==> src/rtl/fifo_pkg.sv <==
// Shared types and constants for the FIFO-to-stream reader and its output buffer.
package fifo_pkg;

  localparam int DATA_WIDTH_DEF = 8;

  typedef enum logic [1:0] {
    ST_IDLE  = 2'd0,
    ST_RUN   = 2'd1,
    ST_DRAIN = 2'd2
  } state_e;

  // Words already committed to the output side: buffered plus the one still returning.
  function automatic logic [2:0] occupancy(input logic [1:0] buf_count, input logic inflight);
    return {1'b0, buf_count} + {2'b00, inflight};
  endfunction

endpackage

==> src/rtl/fifo_skid_buf.sv <==
// Two-entry in-order output buffer: head feeds the stream, tail absorbs one extra word.
module fifo_skid_buf
  import fifo_pkg::*;
#(
  parameter int DATA_WIDTH = DATA_WIDTH_DEF
) (
  input  logic                  clk,
  input  logic                  rst,
  input  logic                  push_i,
  input  logic [DATA_WIDTH-1:0] push_data_i,
  input  logic                  pop_i,
  output logic [DATA_WIDTH-1:0] head_o,
  output logic [1:0]            count_o
);

  logic [DATA_WIDTH-1:0] head_q, head_d;
  logic [DATA_WIDTH-1:0] tail_q, tail_d;
  logic [1:0]            count_q, count_d;

  // Next-state for entries and occupancy; a simultaneous push and pop keeps the count.
  always_comb begin
    head_d  = head_q;
    tail_d  = tail_q;
    count_d = count_q;
    case (count_q)
      2'd0: begin
        if (push_i) begin
          head_d  = push_data_i;
          count_d = 2'd1;
        end else begin
          count_d = 2'd0;
        end
      end
      2'd1: begin
        if (push_i && pop_i) begin
          head_d = push_data_i;
        end else if (push_i) begin
          tail_d  = push_data_i;
          count_d = 2'd2;
        end else if (pop_i) begin
          count_d = 2'd0;
        end else begin
          count_d = 2'd1;
        end
      end
      2'd2: begin
        if (pop_i) begin
          head_d = tail_q;
          if (push_i) begin
            tail_d = push_data_i;
          end else begin
            count_d = 2'd1;
          end
        end else begin
          count_d = 2'd2;
        end
      end
      default: begin
        count_d = 2'd0;
      end
    endcase
  end

  // Entry and count registers.
  always_ff @(posedge clk or posedge rst) begin
    if (rst) begin
      head_q  <= '0;
      tail_q  <= '0;
      count_q <= 2'd0;
    end else begin
      head_q  <= head_d;
      tail_q  <= tail_d;
      count_q <= count_d;
    end
  end

  assign head_o  = head_q;
  assign count_o = count_q;

endmodule

==> src/rtl/fifo_stream_reader.sv <==
// Reads a show-ahead-less FIFO (data one cycle after the strobe) and presents it as a valid/ready stream.
// Optional feature: define FIFO_STREAM_READER_CNT_EN to add the 16-bit xfer_cnt pop counter output.
module fifo_stream_reader
  import fifo_pkg::*;
#(
  parameter int DATA_WIDTH = DATA_WIDTH_DEF
) (
  input  logic                  clk,
  input  logic                  rst,
  input  logic                  en,
  input  logic                  fifo_empty,
  output logic                  fifo_r_en,
  input  logic [DATA_WIDTH-1:0] fifo_data,
  output logic                  m_valid,
  input  logic                  m_ready,
  output logic [DATA_WIDTH-1:0] m_data,
  output logic                  busy
`ifdef FIFO_STREAM_READER_CNT_EN
  ,
  output logic [15:0]           xfer_cnt
`endif
);

  state_e      state_q, state_d;
  logic        inflight_q, inflight_d;
  logic [1:0]  buf_count;
  logic [2:0]  occ;
  logic        pop;
  logic        room;
  logic        rd_en;

  assign m_valid = (buf_count != 2'd0);
  assign pop     = m_valid && m_ready;
  assign occ     = occupancy(buf_count, inflight_q);

  // A full pipeline may still issue when the head leaves this cycle, giving one word per cycle.
  always_comb begin
    room  = (occ <= 3'd1) || ((occ == 3'd2) && pop);
    rd_en = (state_q == ST_RUN) && en && !fifo_empty && room;
  end

  assign fifo_r_en  = rd_en;
  assign inflight_d = rd_en;

  // Run-control state machine: new reads only while running, drain finishes outstanding words.
  always_comb begin
    state_d = state_q;
    case (state_q)
      ST_IDLE: begin
        if (en) begin
          state_d = ST_RUN;
        end else begin
          state_d = ST_IDLE;
        end
      end
      ST_RUN: begin
        if (!en) begin
          state_d = ST_DRAIN;
        end else begin
          state_d = ST_RUN;
        end
      end
      ST_DRAIN: begin
        if (en) begin
          state_d = ST_RUN;
        end else if ((buf_count == 2'd0) && !inflight_q) begin
          state_d = ST_IDLE;
        end else begin
          state_d = ST_DRAIN;
        end
      end
      default: begin
        state_d = ST_IDLE;
      end
    endcase
  end

  // State and in-flight read tracking.
  always_ff @(posedge clk or posedge rst) begin
    if (rst) begin
      state_q    <= ST_IDLE;
      inflight_q <= 1'b0;
    end else begin
      state_q    <= state_d;
      inflight_q <= inflight_d;
    end
  end

  assign busy = (state_q != ST_IDLE);

  fifo_skid_buf #(
    .DATA_WIDTH (DATA_WIDTH)
  ) u_skid_buf (
    .clk         (clk),
    .rst         (rst),
    .push_i      (inflight_q),
    .push_data_i (fifo_data),
    .pop_i       (pop),
    .head_o      (m_data),
    .count_o     (buf_count)
  );

`ifdef FIFO_STREAM_READER_CNT_EN
  logic [15:0] xfer_cnt_q, xfer_cnt_d;

  always_comb begin
    if (pop) begin
      xfer_cnt_d = xfer_cnt_q + 16'd1;
    end else begin
      xfer_cnt_d = xfer_cnt_q;
    end
  end

  // Delivered-word counter, wraps modulo 2^16.
  always_ff @(posedge clk or posedge rst) begin
    if (rst) begin
      xfer_cnt_q <= 16'd0;
    end else begin
      xfer_cnt_q <= xfer_cnt_d;
    end
  end

  assign xfer_cnt = xfer_cnt_q;
`endif

endmodule

==> config.mk <==
export PLATFORM = sky130hd
export DESIGN_NAME = fifo_stream_reader
export DESIGN_NICKNAME = d
export VERILOG_FILES = /design/src/rtl/fifo_pkg.sv /design/src/rtl/fifo_skid_buf.sv /design/src/rtl/fifo_stream_reader.sv
export SDC_FILE = /design/constraint.sdc
export NUM_CORES = 1
export LEC_CHECK = 0
export ABC_CLOCK_PERIOD_IN_PS = 2210
export CAP_MARGIN = 5
export CORE_MARGIN = 10
export CORE_UTILIZATION = 48
export DETAILED_ROUTE_END_ITERATION = 10
export HOLD_SLACK_MARGIN = 0.02
export PLACE_DENSITY = 0.82
export SLEW_MARGIN = 5
export SYNTH_ARGS = -nofsm -noshare
export SYNTH_HDL_FRONTEND = slang
export SYNTH_SLANG_ARGS = --single-unit
==> constraint.sdc <==
create_clock -name clk -period 2.21 [get_ports clk]
set_input_delay 0.3315 -clock clk [delete_from_list [all_inputs] [get_ports clk]]
set_output_delay 0.3315 -clock clk [all_outputs]
set_load 0.01 [all_outputs]
# Yosys cells after proc, flatten, opt, wreduce, memory -nomap -nowiden
# Cells that the tools add are included.
totals:
  rom_bits: 0
  out_inout_bits: 11
  regBits: 21
  ramBits: 0
  elab_cells: 56
  latch_bits: 0
  n_memories: 0
  input_bits: 13
classes:
  n_mux: 20
  add_sub_neg: 1
  bitwise: 0
  shift: 0
  div: 0
  order_cmp: 1
  n_eq_ne: 10
  reduce_logical: 19
  mul: 0
op_table:
  columns: ["cell", "count"]
  rows:
  - ["2-to-1 mux 8 bit", 6]
  - ["one-hot mux 8 bit (3 select lines)", 1]
  - ["one-hot mux 8 bit (2 select lines)", 1]
  - ["2-to-1 mux 2 bit", 7]
  - ["one-hot mux 2 bit (3 select lines)", 2]
  - ["logical AND 1 bit", 7]
  - ["inequality test 2 bit (second input constant)", 3]
  - ["nonzero test 2 bit", 3]
  - ["equality test 2 x 1 -> 1 bit (second input constant)", 2]
  - ["equality test 2 bit (second input constant)", 2]
  - ["logical NOT 2 bit", 2]
  - ["AND reduction 4 bit", 1]
  - ["adder 2 x 1 -> 3 bit", 1]
  - ["equality test 3 x 2 -> 1 bit (second input constant)", 1]
  - ["less-or-equal comparator 3 x 1 -> 1 bit (second input constant)", 1]
  - ["2-to-1 mux 1 bit", 3]
  - ["inequality test 3 bit (second input constant)", 1]
  - ["AND reduction 3 bit", 1]
  - ["nonzero test 3 bit", 1]
  - ["logical NOT 1 bit", 2]
  - ["inequality test 2 x 1 -> 1 bit (second input constant)", 1]
  - ["AND reduction 2 bit", 1]
  - ["logical OR 1 bit", 1]

# Longest topological paths before layout
# Gate-level depths: netlist of run 1.
depth:
  word_depth: 6
  ltp_mapped: 6
  depth_no_buf: 6

# By module
# Synthesis of run 1 repeated with hierarchy kept, for this count alone.
unflattened:
  hier_cells: 77
  area_unflattened_um2: 1059.8
by_module_without_submodules:
  columns: ["mod", "cells_per_inst", "seq_area_each_um2", "area_each_um2", "n_inst"]
  rows:
  - ["fifo_skid_buf", 57, 450.4, 859.6, 1]
  - ["fifo_stream_reader", 20, 75.1, 200.2, 1]

# Worst setup path before layout of run 1
# No wires, ideal clock.
synth_timing:
  path_kind: "register -> output"
  startpoint: "register inflight_q"
  endpoint: "output port fifo_r_en"
  stages_incl_launch_ff: 7
  n_path_buf: 0
  t_arrival_ns: 1.907
  t_required_ns: 1.879
  setup_slack_ns: -0.029
  cell_sequence: "dfrtp_1 ha_1 inv_1 ha_1 nor2_1 a22oi_1 a2111oi_0"
synth_between:
  elab_chain_cells: 5
  elab_cells_between_ends: 6
  classes_between: "add/sub: 1; order compare: 1; eq/ne: 1; reduce/logical: 3"
synth_rtl:
  columns: ["element", "line_no", "text"]
  rows:
  - ["start: declaration", "fifo_stream_reader.sv:25", "logic inflight_q, inflight_d;"]
  - ["start signal: assignment", "fifo_stream_reader.sv:85", "inflight_q <= inflight_d;"]
  - ["adder 2 x 1 -> 3 bit (*)", "fifo_pkg.sv:14", "return {1'b0, buf_count} + {2'b00, inflight};"]
  - ["parallel branches: the longest is 2 deep, another holds less-or-equal comparator 3 x 1 -> 1 bit", null, null]
  - ["logical OR 1 bit (*)", "fifo_stream_reader.sv:38", "room = (occ <= 3'd1) || ((occ == 3'd2) && pop);"]
  - ["logical AND 1 bit (*)", "fifo_stream_reader.sv:39", "rd_en = (state_q == ST_RUN) && en && !fifo_empty && room;"]
  - ["end: declaration", "fifo_stream_reader.sv:12", "output logic fifo_r_en,"]
# Every way passes the cells marked *.

# Worst setup path after layout of run 1
layout_timing:
  startpoint: "register u_skid_buf.count_q[0] (netlist: u_skid_buf.count_o[0])"
  endpoint: "output port fifo_r_en"
layout_between:
  elab_chain_cells: 5
  elab_cells_between_ends: 8
  classes_between: "add/sub: 1; order compare: 1; eq/ne: 1; reduce/logical: 5"
layout_rtl:
  columns: ["element", "line_no", "text"]
  rows:
  - ["start: declaration", "fifo_skid_buf.sv:18", "logic [1:0] count_q, count_d;"]
  - ["start signal: assignment", "fifo_skid_buf.sv:73", "count_q <= count_d;"]
  - ["parallel branches: the longest is 3 deep, another holds adder 2 x 1 -> 3 bit", null, null]
  - ["logical OR 1 bit (*)", "fifo_stream_reader.sv:38", null]
  - ["logical AND 1 bit (*)", "fifo_stream_reader.sv:39", null]
# Marks and branches as above.

==> impl_metrics.json, run 1 <==
{
  "worstMarginPinSlew_ns": 0.4924,
  "path_class": "reg2out",
  "cp_data_required_time_ns": 1.88,
  "hold_path.class": "in2async",
  "dieArea_um2": 4495,
  "clk_path_buf_depth": 2,
  "htree_levels": 1,
  "postLayoutSetupSlackWorst_ns": -0.04267,
  "period_minus_slack_ns": 2.253,
  "nFillCells": 151,
  "drive_gt1_share_pct": 43.36,
  "relSlewSlack_pct": 67.18,
  "violations": "setup timing",
  "post_cts_buffers": 0,
  "maxSlewViolCount": 0,
  "post-route-util_pct": 70.59,
  "hold_viol": 0,
  "drtAntennaViolNets": 0,
  "num_antenna_cells": 0,
  "max-vdd-ir-drop_mv": 0.6555,
  "dr.pass1.iters": 4,
  "clockRootBuffer": "clkbuf_4",
  "detail_route.vias_per_cell": 5.114,
  "synth_area_um2": 1062,
  "layout.nets": 131,
  "grt_pass1_vias": 792,
  "drtIter0Drc": 31,
  "dp_hpwl_mm": 1.650,
  "grt_usage_pct": 10.13,
  "synth_area_per_cell_um2": 13.62,
  "coreArea_um2": 2042,
  "post_drt_wl_per_cell_um": 15.20,
  "final_cells": 140,
  "cts_buffers": 3,
  "wl_mm": 2.128,
  "grt_overflow_total": 0,
  "initial_utilization_pct": 52.02,
  "grt_start_max_net_pins": 22,
  "port_buffers": 23,
  "die_w_um": 67.05,
  "clk-insertion-delay-late_ns": 0.29,
  "synth_cells": 78,
  "slowest_stage": "dfrtp_1",
  "path_cells": "ha_2 -> inv_2 -> ha_4 -> nor2_4 -> a22oi_2 -> a2111oi_2 -> buf_2",
  "min_period_over_period_pct": 101.9,
  "slowest_delay_ns": 0.40,
  "worst_setup_path_start_kind": "flip-flop",
  "synth.distinct_cells": 23,
  "yosysWarnings": 0,
  "path_max_fanout": 2,
  "dr_total_vias": 716,
  "drc": 0,
  "maxCapViolCount": 0,
  "placed_cells": 136,
  "status": "finished with violations",
  "path_clk_slew_ns": 0.12,
  "area.growth.synth_to_final_pct": 35.69,
  "ys_seq_area_share_pct": 49.47,
  "cts.sinks": 21,
  "setup_viol": 1,
  "cts_tree": "yes",
  "p_per_area_nw_per_um2": 789.3,
  "rsz0062_at_grt": "true",
  "cellLeakagePower_nw": 0.6173,
  "fin_skew_ns": 0.004708,
  "rows": 16,
  "gp_congestion": 0.7337,
  "ys_ff_latch": 21,
  "synth_fp_nets": 95,
  "max_freq_mhz": 443.9,
  "power_mw": 1.138,
  "die_h_um": 67.05,
  "antenna_found_initial": 0,
  "endpoint_kind": "primary output",
  "io_pins": 24,
  "grt_pass1_wl_mm": 3.650,
  "critPathArrivalTime_ns": 1.92
}
-- state kept, by name, indices dropped and copies added (netlist names) --
name	flops
inflight_q	1
u_skid_buf.count_o	2
u_skid_buf.tail_q	8
state_q	2
u_skid_buf.head_o	8
-- cell families after synthesis --
| family | synth area share (%) |
|---|---|
| simple gates | 7.302 |
| mux | 25.44 |
| compound gates | 8.835 |
| buf+inv | 3.415 |
| flops | 49.47 |
| xor+xnor | 0.8247 |
| fa+ha+maj | 4.712 |
-- repair_timing --
item,in CTS,in global routing
resized for setup,12,1
setup endpoints to repair,1,1
pin swaps,4,0
hold buffers,0,0
-- worst max-delay path, delay by kind of cell, from the launching register on --
kind	cells	cell delay (ns)
AO/OA/AOI/OAI	2	0.43
AND/OR/NAND/NOR	1	0.11
adder cells (fa/ha/maj)	2	0.41
flip-flops	1	0.40
buffers and inverters	2	0.28
-- cell usage after synthesis --
library cell | n | area share, %
dfrtp_1 | 21 | 49
mux2_2 | 21 | 22
inv_1 | 5 | 1.8
ha_1 | 4 | 4.7
mux2_1 | 3 | 3.2
nor2_1 | 3 | 1.1
a21oi_1 | 2 | 0.94
nor2b_1 | 2 | 1.2
o21ai_0 | 2 | 0.94
or2_2 | 2 | 1.2
a2111oi_0 | 1 | 0.82
a22oi_1 | 1 | 0.71
clkbuf_8 | 1 | 1.3
inv_2 | 1 | 0.35
nand2_1 | 1 | 0.35
nand2b_1 | 1 | 0.59
nand2b_4 | 1 | 1.3
nand4_1 | 1 | 0.59
nand4bb_1 | 1 | 1.1
o31ai_4 | 1 | 2.0
o32ai_1 | 1 | 0.82
o32ai_4 | 1 | 2.6
xnor2_1 | 1 | 0.82
-- final timing paths --
check,depth (start not counted),from,slack [ns],to
worst max-delay path,7,u_skid_buf.count_o[0],-0.04,fifo_r_en
worst min-delay path,3,rst,0.35,u_skid_buf.tail_q[6]
worst max register to register,4,u_skid_buf.count_o[0],0.56,u_skid_buf.head_o[6]
worst min register to register,1,state_q[1],0.48,state_q[0]
max in group asynchronous,3,rst,1.65,u_skid_buf.count_o[1]
min in group clk,1,state_q[1],0.48,state_q[0]
-- power by group --
part / switching, mW / internal [mW] / total (mW)
clock: 0.115 / 0.0673 / 0.182
sequential: 0.0564 / 0.497 / 0.553
combinational: 0.147 / 0.256 / 0.403
-- layout by cell type (no fill, tap or decap) --
cell type / Yosys / layout
clkinv_2: 0 / 1
o32ai_4: 1 / 1
clkdlybuf4s50_1: 0 / 22
a2111oi_2: 0 / 1
nor2b_1: 2 / 2
nor2_2: 0 / 1
nor2_1: 3 / 1
nand2b_4: 1 / 1
ha_4: 0 / 1
nor2_4: 0 / 1
buf_2: 0 / 1
o31ai_4: 1 / 1
a21oi_1: 2 / 2
inv_2: 1 / 2
ha_1: 4 / 1
a22oi_2: 0 / 1
or2_2: 2 / 2
mux2_2: 21 / 21
ha_2: 0 / 2
nand4_1: 1 / 1
mux2_1: 3 / 3
o21ai_0: 2 / 2
xnor2_1: 1 / 1
o32ai_1: 1 / 1
nand2b_1: 1 / 1
nand4bb_1: 1 / 1
buf_4: 0 / 9
nand2_1: 1 / 1
clkbuf_4: 0 / 3
inv_1: 5 / 4
dfrtp_1: 21 / 21
-- stage by stage --
stage / area, um2 / worst slack [ns] / hold slack, ns / TNS, ns
6_report: 1441 / -0.04267 / 0.3486 / -0.04267
5_1_grt: 1441 / -0.1171 / 0.3962 / -0.1171
4_1_cts: 1439 / -0.02548 / 0.3593 / -0.02548
3_5_place_dp: 1381 / -0.3741 / 0.4643 / -0.3741
3_3_place_gp: 1381 / -0.2517 / 0.4494 / -0.2517
2_1_floorplan: 1064 / 0.1050 / 0.3080 / 0
-- final cells by class --
type | count | area, um2 | share of cell area (%)
inverter | 6 | 22.52 | 1.563
sequential | 21 | 525.5 | 36.46
multi-input combinational | 50 | 539.3 | 37.41
timing repair buffer | 32 | 292.8 | 20.31
clock inverter | 1 | 5.005 | 0.3472
clock buffer | 3 | 22.52 | 1.563
tap | 27 | 33.78 | 2.344
-- metal layers --
| layer | global-route usage [%] | up-vias | routed length [um] | part of all wire, % |
|---|---|---|---|---|
| met1 | 11.55 | 349 | 904 | 42 |
| met2 | 17.06 | 19 | 1001 | 47 |
| met4 | 2.308 | 0 | 13 | 0.61 |
| met3 | 4.348 | 2 | 208 | 9.8 |
| li1 | - | 346 | - | - |
| met5 | 0 | - | 0 | 0 |
Power figures use the tool's default switching activity.
==> run 2, diff against run 1 <==
- CAP_MARGIN: 5 -> 15
- CTS_CLUSTER_DIAMETER: not set -> 150
==> results of run 2 <==
Same layout as run 1: the final DEF is identical, and so are final timing and power.
